$ cat config.mk
export PLATFORM = sky130hd
export DESIGN_NAME = cart_banked_sram_ctrl_flat
export DESIGN_NICKNAME = d
export VERILOG_FILES = /design/src/rtl/cart_pkg.sv /design/src/rtl/cart_banked_sram_ctrl_if.sv /design/src/rtl/fi2_edge_sync.sv /design/src/rtl/cart_banked_sram_ctrl.sv /design/src/flat_wrapper.sv
export SDC_FILE = /design/constraint.sdc
export NUM_CORES = 1
export LEC_CHECK = 0
export CAP_MARGIN = 40
export CORE_MARGIN = 2
export CORE_UTILIZATION = 49
export CTS_CLUSTER_SIZE = 28
export DETAILED_ROUTE_END_ITERATION = 16
export PLACE_DENSITY = 0.94
export SLEW_MARGIN = 20
export SYNTH_ARGS = -nofsm -noshare
export SYNTH_HDL_FRONTEND = slang
export SYNTH_HIERARCHICAL = 1
export SYNTH_SLANG_ARGS = --single-unit
$ cat constraint.sdc
create_clock -name clk -period 3.3 [get_ports clk]
set_input_delay 0.66 -clock clk [delete_from_list [all_inputs] [get_ports clk]]
set_output_delay 0.66 -clock clk [all_outputs]
set_load 0.03 [all_outputs]
$ cat src/rtl/cart_pkg.sv
// Shared constants for the banked cartridge SRAM controller: FSM state
// encodings, CCTL register offsets and the default register window base.
package cart_pkg;

  localparam logic [2:0] ST_IDLE         = 3'd0;
  localparam logic [2:0] ST_CART_RD      = 3'd1;
  localparam logic [2:0] ST_CART_WR_WAIT = 3'd2;
  localparam logic [2:0] ST_CART_WR      = 3'd3;
  localparam logic [2:0] ST_UC_RD        = 3'd4;
  localparam logic [2:0] ST_UC_WR        = 3'd5;
  localparam logic [2:0] ST_UC_DONE      = 3'd6;

  localparam logic [2:0] REG_BANK4 = 3'd0;
  localparam logic [2:0] REG_BANK5 = 3'd1;
  localparam logic [2:0] REG_RDCTL = 3'd7;

  // cart_addr[7:3] of the $D5E8-$D5EF CCTL window
  localparam logic [4:0] REG_BASE_DEF = 5'b11101;

endpackage

$ cat src/rtl/cart_banked_sram_ctrl_if.sv
// Microcontroller side of the SRAM controller: level request with a
// 4-phase acknowledge, explicit address and data ports.
interface cart_banked_sram_ctrl_if #(
  parameter int AW = 17
);
  logic          uc_req;
  logic          uc_we;
  logic [AW-1:0] uc_addr;
  logic [7:0]    uc_wdata;
  logic [7:0]    uc_rdata;
  logic          uc_ack;

  modport master (output uc_req, uc_we, uc_addr, uc_wdata,
                  input  uc_rdata, uc_ack);

  modport slave  (input  uc_req, uc_we, uc_addr, uc_wdata,
                  output uc_rdata, uc_ack);
endinterface

$ cat src/rtl/fi2_edge_sync.sv
// Brings an asynchronous strobe (Atari Phi2) into the clk domain and
// derives single-cycle rise/fall pulses aligned with the synced level.
module fi2_edge_sync (
  input  logic clk,
  input  logic rst,
  input  logic i_async,
  output logic o_sync,
  output logic o_rise,
  output logic o_fall
);
  logic r_meta;
  logic r_sync;
  logic r_prev;

  // two-flop synchroniser followed by the edge-detect history register
  always_ff @(posedge clk or posedge rst) begin
    if (rst) begin
      r_meta <= 1'b0;
      r_sync <= 1'b0;
      r_prev <= 1'b0;
    end else begin
      r_meta <= i_async;
      r_sync <= r_meta;
      r_prev <= r_sync;
    end
  end

  assign o_sync = r_sync;
  assign o_rise = r_sync & ~r_prev;
  assign o_fall = ~r_sync & r_prev;
endmodule

$ cat src/rtl/cart_banked_sram_ctrl.sv
// SRAM arbiter for the XL/XE SD cartridge: Atari bus (priority) and uC
// share one SRAM; S4/S5 windows each have their own bank register.
//
// state        | meaning
// IDLE         | no access; waits for a cart request or a uC request on Fi2 fall
// CART_RD      | Atari read of the SRAM, RAM_CYCLES clk
// CART_WR_WAIT | Atari write selected, waiting for late write data (Fi2 fall)
// CART_WR      | Atari write into the SRAM, RAM_CYCLES clk
// UC_RD        | uC read of the SRAM, RAM_CYCLES clk
// UC_WR        | uC write into the SRAM, RAM_CYCLES clk
// UC_DONE      | uc_ack high until uc_req drops; cart requests still served
module cart_banked_sram_ctrl
  import cart_pkg::*;
#(
  parameter int         BANK_BITS  = 4,
  parameter int         RAM_CYCLES = 4,
  parameter logic [4:0] REG_BASE   = REG_BASE_DEF,
  parameter logic [1:0] RD_RESET   = 2'b11
) (
  input  logic                   clk,
  input  logic                   rst,
  input  logic                   i_cart_fi2,
  input  logic                   i_cart_s4,
  input  logic                   i_cart_s5,
  input  logic                   i_cart_cctl,
  input  logic                   i_cart_rw,
  input  logic [12:0]            i_cart_addr,
  input  logic [7:0]             i_cart_din,
  output logic [7:0]             o_cart_dout,
  output logic                   o_cart_doe,
  output logic                   o_cart_rd4,
  output logic                   o_cart_rd5,
  input  logic                   i_cart_write_enable,
  output logic [12+BANK_BITS:0]  o_ram_addr,
  input  logic [7:0]             i_ram_din,
  output logic [7:0]             o_ram_dout,
  output logic                   o_ram_doe,
  output logic                   o_ram_oe_n,
  output logic                   o_ram_we_n,
  cart_banked_sram_ctrl_if.slave uc_bus
);
  localparam int             PW      = $clog2(RAM_CYCLES);
  localparam logic [PW-1:0]  PH_DATA = PW'(RAM_CYCLES - 2);
  localparam logic [PW-1:0]  PH_LAST = PW'(RAM_CYCLES - 1);

  logic w_fi2_sync, w_rise, w_fall;
  logic r_s4, r_s5, r_cctl, r_rw, r_cyc, r_rise_d, r_fall_d, r_cpend;
  logic [12:0] r_addr;
  logic [7:0]  r_din, r_cart_dout, r_uc_rdata, w_rb;
  logic [BANK_BITS-1:0] r_bank4, r_bank5;
  logic r_rd4, r_rd5, r_uc_ack;
  logic [2:0]    r_state;
  logic [PW-1:0] r_phase;
  logic w_win4, w_win5, w_win, w_reg, w_rd_st, w_wr_st, w_uc_st, w_acc, w_take;

  fi2_edge_sync u_fi2 (
    .clk     (clk),
    .rst     (rst),
    .i_async (i_cart_fi2),
    .o_sync  (w_fi2_sync),
    .o_rise  (w_rise),
    .o_fall  (w_fall)
  );

  assign w_win4  = ~r_s4;
  assign w_win5  = r_s4 & ~r_s5;
  assign w_win   = w_win4 | w_win5;
  assign w_reg   = ~r_cctl & (r_addr[7:3] == REG_BASE);
  assign w_rd_st = (r_state == ST_CART_RD) | (r_state == ST_UC_RD);
  assign w_wr_st = (r_state == ST_CART_WR) | (r_state == ST_UC_WR);
  assign w_uc_st = (r_state == ST_UC_RD) | (r_state == ST_UC_WR);
  assign w_acc   = w_rd_st | w_wr_st;
  assign w_take  = r_cpend & ((r_state == ST_IDLE) | (r_state == ST_UC_DONE));

  // register read-back value for the offset in the snapshot
  always_comb begin
    w_rb = 8'hFF;
    case (r_addr[2:0])
      REG_BANK4: w_rb = 8'(r_bank4);
      REG_BANK5: w_rb = 8'(r_bank5);
      REG_RDCTL: w_rb = 8'({r_rd5, r_rd4});
      default:   w_rb = 8'hFF;
    endcase
  end

  // Atari cycle snapshot; din is re-captured on fall since write data is late
  always_ff @(posedge clk or posedge rst) begin
    if (rst) begin
      r_s4 <= 1'b1; r_s5 <= 1'b1; r_cctl <= 1'b1; r_rw <= 1'b1;
      r_addr <= '0; r_din <= '0; r_cyc <= 1'b0;
      r_rise_d <= 1'b0; r_fall_d <= 1'b0;
    end else begin
      if (w_rise) begin
        r_s4 <= i_cart_s4; r_s5 <= i_cart_s5; r_cctl <= i_cart_cctl;
        r_rw <= i_cart_rw; r_addr <= i_cart_addr;
      end
      if (w_rise | w_fall) r_din <= i_cart_din;
      if (w_rise)      r_cyc <= 1'b1;
      else if (w_fall) r_cyc <= 1'b0;
      r_rise_d <= w_rise;
      r_fall_d <= w_fall;
    end
  end

  // CCTL register writes and RD4/RD5 update on unselected cycles only
  always_ff @(posedge clk or posedge rst) begin
    if (rst) begin
      r_bank4 <= '0; r_bank5 <= '0;
      {r_rd5, r_rd4} <= RD_RESET;
      {o_cart_rd5, o_cart_rd4} <= RD_RESET;
    end else begin
      if (r_fall_d & w_reg & ~r_rw) begin
        case (r_addr[2:0])
          REG_BANK4: r_bank4 <= r_din[BANK_BITS-1:0];
          REG_BANK5: r_bank5 <= r_din[BANK_BITS-1:0];
          REG_RDCTL: {r_rd5, r_rd4} <= r_din[7:6];
          default: ;
        endcase
      end
      if (r_rise_d & ~w_win & ~w_reg) {o_cart_rd5, o_cart_rd4} <= {r_rd5, r_rd4};
    end
  end

  // cart request latch, so a request arriving during a uC access is not lost
  always_ff @(posedge clk or posedge rst) begin
    if (rst)                                                  r_cpend <= 1'b0;
    else if (r_rise_d & w_win & (r_rw | i_cart_write_enable)) r_cpend <= 1'b1;
    else if (w_take)                                          r_cpend <= 1'b0;
  end

  // arbitration FSM, access phase counter and read data capture
  always_ff @(posedge clk or posedge rst) begin
    if (rst) begin
      r_state <= ST_IDLE; r_phase <= '0; r_uc_ack <= 1'b0;
      r_uc_rdata <= '0; r_cart_dout <= '0;
    end else begin
      r_phase <= w_acc ? r_phase + PW'(1) : '0;
      if (r_rise_d & w_reg & r_rw) r_cart_dout <= w_rb;
      case (r_state)
        ST_IDLE, ST_UC_DONE: begin
          if (r_cpend) begin
            r_state <= r_rw ? ST_CART_RD : ST_CART_WR_WAIT;
          end else if (r_state == ST_UC_DONE) begin
            if (!uc_bus.uc_req) begin
              r_uc_ack <= 1'b0;
              r_state  <= ST_IDLE;
            end
          end else if (w_fall & uc_bus.uc_req & ~r_uc_ack) begin
            r_state <= uc_bus.uc_we ? ST_UC_WR : ST_UC_RD;
          end
        end
        ST_CART_WR_WAIT: if (!r_cyc) r_state <= ST_CART_WR;
        ST_CART_RD, ST_CART_WR: begin
          if (r_state == ST_CART_RD && r_phase == PH_DATA) r_cart_dout <= i_ram_din;
          if (r_phase == PH_LAST) r_state <= r_uc_ack ? ST_UC_DONE : ST_IDLE;
        end
        ST_UC_RD, ST_UC_WR: begin
          if (r_state == ST_UC_RD && r_phase == PH_DATA) r_uc_rdata <= i_ram_din;
          if (r_phase == PH_LAST) begin
            r_uc_ack <= 1'b1;
            r_state  <= ST_UC_DONE;
          end
        end
        default: r_state <= ST_IDLE;
      endcase
    end
  end

  assign o_ram_oe_n = ~w_rd_st;
  assign o_ram_doe  = w_wr_st;
  assign o_ram_we_n = ~(w_wr_st & (r_phase != '0) & (r_phase != PH_LAST));
  assign o_ram_addr = w_uc_st ? uc_bus.uc_addr
                    : (w_win4 ? {r_bank4, r_addr} : {r_bank5, r_addr});
  assign o_ram_dout = (r_state == ST_UC_WR) ? uc_bus.uc_wdata : r_din;
  assign o_cart_doe  = w_fi2_sync & r_cyc & r_rw & (w_win | w_reg);
  assign o_cart_dout = r_cart_dout;
  assign uc_bus.uc_rdata = r_uc_rdata;
  assign uc_bus.uc_ack   = r_uc_ack;
endmodule

$ cat src/flat_wrapper.sv
// flat-port wrapper written by rule: the top's interface ports become plain ports
module cart_banked_sram_ctrl_flat import cart_pkg::*;
#(
  parameter int         BANK_BITS  = 4,
  parameter int         RAM_CYCLES = 4,
  parameter logic [4:0] REG_BASE   = REG_BASE_DEF,
  parameter logic [1:0] RD_RESET   = 2'b11
)
  (clk, rst, i_cart_fi2, i_cart_s4, i_cart_s5, i_cart_cctl, i_cart_rw, i_cart_addr, i_cart_din, o_cart_dout, o_cart_doe, o_cart_rd4, o_cart_rd5, i_cart_write_enable, o_ram_addr, i_ram_din, o_ram_dout, o_ram_doe, o_ram_oe_n, o_ram_we_n, uc_bus_uc_req, uc_bus_uc_we, uc_bus_uc_addr, uc_bus_uc_wdata, uc_bus_uc_rdata, uc_bus_uc_ack);
  cart_banked_sram_ctrl_if #(.AW(17)) uc_bus_i ();
  input  logic clk;
  input  logic rst;
  input  logic i_cart_fi2;
  input  logic i_cart_s4;
  input  logic i_cart_s5;
  input  logic i_cart_cctl;
  input  logic i_cart_rw;
  input  logic [12:0] i_cart_addr;
  input  logic [7:0] i_cart_din;
  output logic [7:0] o_cart_dout;
  output logic o_cart_doe;
  output logic o_cart_rd4;
  output logic o_cart_rd5;
  input  logic i_cart_write_enable;
  output logic [12+BANK_BITS:0] o_ram_addr;
  input  logic [7:0] i_ram_din;
  output logic [7:0] o_ram_dout;
  output logic o_ram_doe;
  output logic o_ram_oe_n;
  output logic o_ram_we_n;
  input wire logic [$bits(uc_bus_i.uc_req)-1:0] uc_bus_uc_req;
  input wire logic [$bits(uc_bus_i.uc_we)-1:0] uc_bus_uc_we;
  input wire logic [$bits(uc_bus_i.uc_addr)-1:0] uc_bus_uc_addr;
  input wire logic [$bits(uc_bus_i.uc_wdata)-1:0] uc_bus_uc_wdata;
  output wire logic [$bits(uc_bus_i.uc_rdata)-1:0] uc_bus_uc_rdata;
  output wire logic [$bits(uc_bus_i.uc_ack)-1:0] uc_bus_uc_ack;
  assign uc_bus_i.uc_req = uc_bus_uc_req;
  assign uc_bus_i.uc_we = uc_bus_uc_we;
  assign uc_bus_i.uc_addr = uc_bus_uc_addr;
  assign uc_bus_i.uc_wdata = uc_bus_uc_wdata;
  assign uc_bus_uc_rdata = uc_bus_i.uc_rdata;
  assign uc_bus_uc_ack = uc_bus_i.uc_ack;
  cart_banked_sram_ctrl #(.BANK_BITS(BANK_BITS), .RAM_CYCLES(RAM_CYCLES), .REG_BASE(REG_BASE), .RD_RESET(RD_RESET)) u_core (.clk(clk), .rst(rst), .i_cart_fi2(i_cart_fi2), .i_cart_s4(i_cart_s4), .i_cart_s5(i_cart_s5), .i_cart_cctl(i_cart_cctl), .i_cart_rw(i_cart_rw), .i_cart_addr(i_cart_addr), .i_cart_din(i_cart_din), .o_cart_dout(o_cart_dout), .o_cart_doe(o_cart_doe), .o_cart_rd4(o_cart_rd4), .o_cart_rd5(o_cart_rd5), .i_cart_write_enable(i_cart_write_enable), .o_ram_addr(o_ram_addr), .i_ram_din(i_ram_din), .o_ram_dout(o_ram_dout), .o_ram_doe(o_ram_doe), .o_ram_oe_n(o_ram_oe_n), .o_ram_we_n(o_ram_we_n), .uc_bus(uc_bus_i));
endmodule
Word level (Yosys, flattened, before mapping)

Index checks and enable logic that the tools add are counted.

Register bits after elaboration: 66
Latch bits: 0
Memory bits (writable): 0
ROM bits: 0
Bits of input ports: 64
Output and inout port bits: 48
Word-level logic and storage cells: 130
Memories: 0

Add/sub/neg operators: 1
Multipliers: 0
Div/mod/pow operators: 0
Order comparisons: 0
Eq/ne operators: 20
Shift operators: 0
Mux-type cells: 28
Bitwise gates (word level): 40
Reduce and logical (&&, ||, !) cells: 17

Operators by type and width:

| kind                                                                     | count |
|---|---|
| 17-bit 2-to-1 mux                                                        | 2 |
| 8-bit 2-to-1 mux                                                         | 4 |
| 3-bit 2-to-1 mux                                                         | 8 |
| 8-bit case mux with 3 select lines                                       | 1 |
| 1-bit AND                                                                | 20 |
| 3-bit == test (second input constant)                                    | 4 |
| 3-bit case mux with 4 select lines                                       | 1 |
| 1-bit NOT                                                                | 11 |
| 5-bit AND reduction                                                      | 2 |
| 1-bit 2-to-1 mux                                                         | 9 |
| 1-bit OR                                                                 | 9 |
| 2-bit inequality test (second input constant)                            | 4 |
| 2-bit AND reduction                                                      | 4 |
| 2-bit nonzero test                                                       | 4 |
| 3-bit by 1-bit == test with 1-bit output (second input constant)         | 2 |
| 3-bit by 2-bit == test with 1-bit output (second input constant)         | 2 |
| 3-bit zero test                                                          | 2 |
| 2-bit by 1-bit inequality test with 1-bit output (second input constant) | 3 |
| 2-bit OR reduction                                                       | 3 |
| 5-bit == test (second input constant)                                    | 1 |
| 2-bit == test (second input constant)                                    | 2 |
| 2-bit 2-to-1 mux                                                         | 2 |
| 4-bit by 1-bit inequality test with 1-bit output (second input constant) | 1 |
| 4-bit by 3-bit inequality test with 1-bit output (second input constant) | 1 |
| 3 further kinds                                                          | 4 |

Longest topological paths before layout

Gate-level depths: netlist of run 1.

Depth in word-level cells: 8
Gate-level depth with buffers: 6
Mapped depth without buffers: 5

Modules after synthesis

Netlist of run 1, hierarchy kept.

By module, submodules not included:

| module                | instances | cells an instance | area an instance (um^2) | seq. area each (um^2) |
|---|---|---|---|---|
| cart_banked_sram_ctrl | 1         | 247               | 3099.2                  | 1586.5 |
| fi2_edge_sync         | 1         | 6                 | 93.8                    | 75.1 |

Least setup slack after synthesis of run 1

OpenSTA, ideal clock, no wires.

Path kind: reg-to-output
Start: register u_core.r_state[2]
End: output o_ram_dout[0]
Arrival time: 1.548 ns
Data required time: 2.640 ns
Setup slack: 1.092 ns
Stages on the path, launching flop included: 7
Buffers on the path: 3
Path through: dfrtp_1 -> buf_2 -> nand2b_1 -> buf_2 -> or2_2 -> clkbuf_1 -> mux2_2

Longest elaborated chain between the ends: 2

Ends and longest elaborated chain:

| item                   | line                         | RTL |
|---|---|---|
| start, declared        | cart_banked_sram_ctrl.sv:52  | `logic [2:0] r_state;` |
| start signal, assigned | cart_banked_sram_ctrl.sv:142 | `r_state <= r_rw ? ST_CART_RD : ST_CART_WR_WAIT;` |
| start signal, assigned | cart_banked_sram_ctrl.sv:149 | `r_state <= uc_bus.uc_we ? ST_UC_WR : ST_UC_RD;` |
| start signal, assigned | cart_banked_sram_ctrl.sv:155 | `if (r_phase == PH_LAST) r_state <= r_uc_ack ? ST_UC_DONE : ST_IDLE;` |
| 3-bit == test          | cart_banked_sram_ctrl.sv:174 | `assign o_ram_dout = (r_state == ST_UC_WR) ? uc_bus.uc_wdata : r_din;` |
| 8-bit 2-to-1 mux       | cart_banked_sram_ctrl.sv:174 |  |
| end, declared          | flat_wrapper.sv:27           | `output logic [7:0] o_ram_dout;` |

Every way passes these cells.

Final worst setup path of run 1

Start: register u_core.r_state[1]
End: output o_ram_addr[1]

Longest elaborated chain between the ends: 3
Elaborated cells on any way between the ends: 4
Those cells by class: 2 x eq/ne; 1 x mux; 1 x bitwise

Ends and longest elaborated chain:

| item                | line                         | RTL |
|---|---|---|
| 3-bit == test       | cart_banked_sram_ctrl.sv:71  | `assign w_uc_st = (r_state == ST_UC_RD) \| (r_state == ST_UC_WR);` |
| 1-bit OR *          | cart_banked_sram_ctrl.sv:71  |  |
| 17-bit 2-to-1 mux * | cart_banked_sram_ctrl.sv:172 | `assign o_ram_addr = w_uc_st ? uc_bus.uc_addr` |
| end, declared       | flat_wrapper.sv:25           | `output logic [12+BANK_BITS:0] o_ram_addr;` |

Every way passes the cells marked *; elsewhere a longest branch is shown, timed or not.

==> metrics.txt, run 1 <==
worst path arrival time 2.38 ns; Syn Area/Cell 12.6 sq um; CTS Root Cell clkbuf_8; Max clock buf depth 2; Final period util 92.1%; Die X 84.7 microns; number of flops mapped to enable cells by yosys 0; DR pass1 iterations 4; Max-slew headroom 49.9%; postcts setup bufs 0; unrepaired setup endpoints after global routing false; Post-Synthesis Cells 253; WL/cell 17.0 microns; worst skew pair latency 0.33 ns; Critical Path End Type output port; TritonCTS buffer count 9; Antenna Violating Nets Remaining 0; critical path required time 2.64 ns; overall power 3.35 mW; final WL 7630 microns; Starting Density 50.6%; Sw Share 37.9%; startpoint types register; crit path kind register to output port; RePlAce Congestion 0.785; Vias 2428; Area growth, synth to finish 43.7%; total power per unit cell area 729 mW/mm^2; IO Count 112; highest clock rate 0.329 GHz; vias in the first global route 2564; largest net degree at the start of global routing 38; layout cells sized above 1 29.0%; n_diodes 0; via/cell ratio 5.41; fin util 72.7%; sequential share of power 34.8%; post-synth net total 320; Worst Tran Pin Value 0.748 ns; Max Cap Viol 0; crit path time final 3.04 ns; Hold Buf Count CTS 0; synth unique cells 43; hold_ws 0.361 ns; Synth async-reset ratio 100%; outcome complete, no violations; Pint 2.08 mW; DRC Markers 0; crit-path max FO 24; sequential cell area fraction in the yosys report 52.0%; clock sink count 66; combinational power share 46.9%; endpoints failing hold 0; Worst Hold Class register to register; clk_skew 0.00497 ns; gr usage total 22.8%; drt initial violations 112; H-tree levels 3; maximum VDD drop 0.000514 V; Core Rows 29; YS warnings 6; die area 0.00718 sq mm; first-pass GRT wire length 12700 microns; synthesized cell area 0.00319 sq mm; leading cell type in the layout, fill and taps excluded clkdlybuf4s50_1; hpwl dp 5710 microns; Setup violations, final 0; initial antenna violation count 0; Synth Register Bits 66; CTS tree built; Nets 434; clock slew seen by the registers of the worst setup and hold paths 0.06 ns; top_reg_cell synth dfrtp_1; most frequent cells in the layout 103 x clkdlybuf4s50_1, 63 x mux2_2, 58 x dfrtp_1; core area 0.00631 sq mm; Clk network pwr share 18.3%; Resized cells post-CTS 0; grt total ovfl 0; IO buf count 111; pins over their slew limit 0; TNS Setup 0 ns; Pleak 1.97 nW; Die Ht 84.7 microns; Sw Pwr 1.27 mW
[final timing paths]
kind | end | slack (ns) | startpoint | depth (start not counted)
min | u_core/u_fi2/o_sync | 0.36 | u_core/u_fi2/r_meta | 0
max in group asynchronous | u_core/r_bank5[1] | 2.17 | rst | 4
max reg2reg | u_core/uc_bus.uc_rdata[0] | 1.07 | u_core/r_state[1] | 4
max | o_ram_addr[1] | 0.26 | u_core/r_state[1] | 4
min in group asynchronous | u_core/r_addr[8] | 0.54 | rst | 2
min reg2reg | u_core/u_fi2/o_sync | 0.36 | u_core/u_fi2/r_meta | 0
[layout make-up]
type	instances	area [sq um]
tap	77	96.3
timing repair buffer	116	1170
fill	445	1730
inverter	8	30.0
clock inverter	2	10.0
multi-input combinational	166	1450
sequential	66	1660
clock buffer	14	173
[critical path, cell delays in order, from the launching register on]
cell	delay, ns
dfrtp_1	0.58
nand2b_1	0.28
buf_12	0.22
mux2_2	0.34
clkdlybuf4s50_1	0.61
[through the flow]
| stage | area (sq um) | setup slack, ns | cells |
|---|---|---|---|
| after global routing | 4590 | 0.151 | 449 |
| after detailed placement | 4390 | 0.645 | 432 |
| after floorplan | 3190 | 1.08 | 253 |
| final | 4590 | 0.262 | 449 |
| after CTS | 4570 | 0.264 | 448 |
| after global placement | 4390 | 0.657 | 432 |
[routing by layer]
layer  vias to the layer above  share of wire, %  global-route usage [%]
met5                         -                 0                       0
met4                         0               1.5                    8.66
met3                        11               6.0                    5.60
met2                        82                52                    38.7
met1                      1186                41                    28.2
li1                       1149                 -                       -
[cell families (layout without fill, tap and decap cells)]
group | after synthesis | in the layout | share of synthesized area [%]
buffers and inverters | 21 | 140 | 2.59
DFF | 66 | 66 | 52.0
xor gates and xnor gates | 1 | 1 | 0.274
adders and majority gates | 3 | 3 | 1.18
AOI/OAI and AO/OA | 40 | 40 | 8.82
and+or+nand+nor | 47 | 47 | 8.50
muxes | 75 | 75 | 26.6
[registers in the layout, indices dropped and copies added, names as in the netlist, 2 cells and up]
signal and count:
u_core/r_bank5 4, u_core/r_phase 2, u_core/r_state 3, u_core/r_bank4 4
u_core/uc_bus.uc_rdata 8, u_core/r_addr 13, u_core/o_cart_dout 8, u_core/r_din 8
[cell usage after synthesis (6+ instances only)]
master	number	area share (%)
mux2_2	63	22
dfrtp_1	58	45
a21oi_1	13	2.0
nor2_1	12	1.4
dfstp_2	8	6.6
inv_1	8	0.94
mux2i_1	8	2.5
nor2b_1	8	1.6
clkbuf_1	7	0.82
a221o_1	6	1.9
nand2_1	6	0.71
[power by group through the flow]
stage | sequential, mW | clock, mW | combinational [mW]
after floorplan | 1.27 | 0 | 0.844
after global placement | 1.16 | 0 | 1.53
after detailed placement | 1.18 | 0 | 1.57
after CTS | 1.16 | 0.632 | 1.58
after global routing | 1.20 | 0.671 | 1.66
final | 1.17 | 0.613 | 1.57
(Power assumes the default switching activity.)
==> inputs of run 2 (changes only) <==
- CORE_UTILIZATION: 49 -> 45
- CTS_CLUSTER_DIAMETER: default -> 40
- PLACE_DENSITY: 0.94 -> 0.88
==> metrics.txt, run 2 (same netlist as run 1, synthesis figures left out) <==
Worst Hold Class register to register; Starting Density 46.7%; CP bufs+invs 2; Resized cells post-CTS 0; CP max stage delay 0.60 ns; Max-slew headroom 50.1%; Die Ht 88.2 microns; unrepaired setup endpoints after global routing false; DR pass1 iterations 4; Antenna Violating Nets Remaining 0; TritonCTS buffer count 9; H-tree levels 3; Reg with most FFs u_core/r_addr; hpwl dp 6010 microns; largest net degree at the start of global routing 30; crit-path max FO 23; final WL 7890 microns; first-pass GRT wire length 12500 microns; drt initial violations 80; via/cell ratio 5.29; WL/cell 16.9 microns; worst path arrival time 2.40 ns; Final period util 92.8%; critical path launch point u_core/r_state[1]; crit path time final 3.06 ns; Setup violations, final 0; CTS Root Cell clkbuf_8; endpoints failing hold 0; startpoint types register; Area growth, synth to finish 44.0%; Worst Tran Pin Value 0.745 ns; clock slew seen by the registers of the worst setup and hold paths 0.06 ns; hold path start u_core/u_fi2/r_meta; die area 0.00779 sq mm; FILL cells 532; crit-path cells nand2b_1 -> buf_12 -> mux2_2 -> clkdlybuf4s50_1; reg2reg start u_core/r_state[1]; outcome complete, no violations; n_diodes 0; clock sink count 66; DRC Markers 0; vias in the first global route 2610; Max clock buf depth 2; Vias 2474; Hold Buf Count CTS 0; pre-CTS setup slack 0.606 ns; grt total ovfl 0; TNS Setup 0 ns; family with the most delay on the worst path buffers and inverters; Pleak 1.97 nW; maximum VDD drop 0.000329 V; core area 0.00683 sq mm; Core Rows 30; gr usage total 21.3%; CTS tree built; leading cell type in the layout, fill and taps excluded clkdlybuf4s50_1; critical path required time 2.64 ns; Die X 88.2 microns; layout cells sized above 1 29.3%; Max Cap Viol 0; Slowest-stage cell, CP clkdlybuf4s50_1; highest clock rate 0.327 GHz; RePlAce Congestion 0.737; pins over their slew limit 0; clk_skew 0.0128 ns; Nets 434; worst skew pair latency 0.34 ns; postcts setup bufs 0; max reg flops 13; IO Count 112; IO buf count 111; Critical Path End Type output port; most frequent cells in the layout 103 x clkdlybuf4s50_1, 63 x mux2_2, 58 x dfrtp_1; min setup slack post-route 0.239 ns; total power per unit cell area 734 mW/mm^2; initial antenna violation count 0; crit path kind register to output port
-- run 2: layout make-up --
type                            count  area, sq um  area share [%]
Multi-Input combinational cell    166         1450            31.6
Timing Repair Buffer              116         1140            24.8
Sequential cell                    66         1660            36.1
Tap cell                           96          120            2.61
Clock inverter                      2         10.0           0.218
Clock buffer                       14          183            3.97
Inverter                            8         30.0           0.653
-- run 2: worst paths after layout --
| path | endpoint | slack [ns] | depth (start not counted) |
|---|---|---|---|
| worst max-delay path | o_ram_addr[3] | 0.24 | 4 |
| worst min-delay path | u_core/u_fi2/o_sync | 0.36 | 0 |
| worst max register to register | u_core/uc_bus.uc_rdata[0] | 1.06 | 4 |
| worst min register to register | u_core/u_fi2/o_sync | 0.36 | 0 |
| max in group asynchronous | u_core/o_cart_rd4 | 1.79 | 3 |
| min in group asynchronous | u_core/u_fi2/r_meta | 0.55 | 2 |
-- run 2: per-layer routing --
layer,up-vias,GRT usage [%],part of all wire (%)
met5,-,0,0
met4,0,6.89,1.0
met3,11,5.13,4.7
met2,77,36.5,52
met1,1222,26.8,43
li1,1164,-,-
-- run 2: report_power, final --
group	switching, mW	leakage (nW)	total [mW]	internal, mW
Clock	0.294	0.102	0.647	0.353
Combinational	0.811	1.06	1.56	0.753
Sequential	0.177	0.806	1.16	0.987
Total	1.28	1.97	3.38	2.09
-- run 2: worst reg2reg max path, delay by kind of cell, from the launching register on --
family                 cells  cell delay, ns
buffers and inverters      1            0.23
flip-flops                 1            0.52
multiplexers               1            0.42
AND/OR/NAND/NOR            2            0.97
-- run 2: stage by stage --
| step | total power, mW | utilization (%) | area [sq um] | cells | hold WS, ns |
|---|---|---|---|---|---|
| CTS | 3.40 | 67.3 | 4600 | 468 | 0.361 |
| floorplan | 2.12 | - | 3190 | 253 | 0.331 |
| global placement | 2.69 | 64.5 | 4400 | 452 | 0.332 |
| global route | 3.54 | 67.3 | 4600 | 468 | 0.365 |
| detailed placement | 2.75 | 64.5 | 4400 | 452 | 0.346 |
| finish | 3.38 | 67.3 | 4600 | 468 | 0.365 |
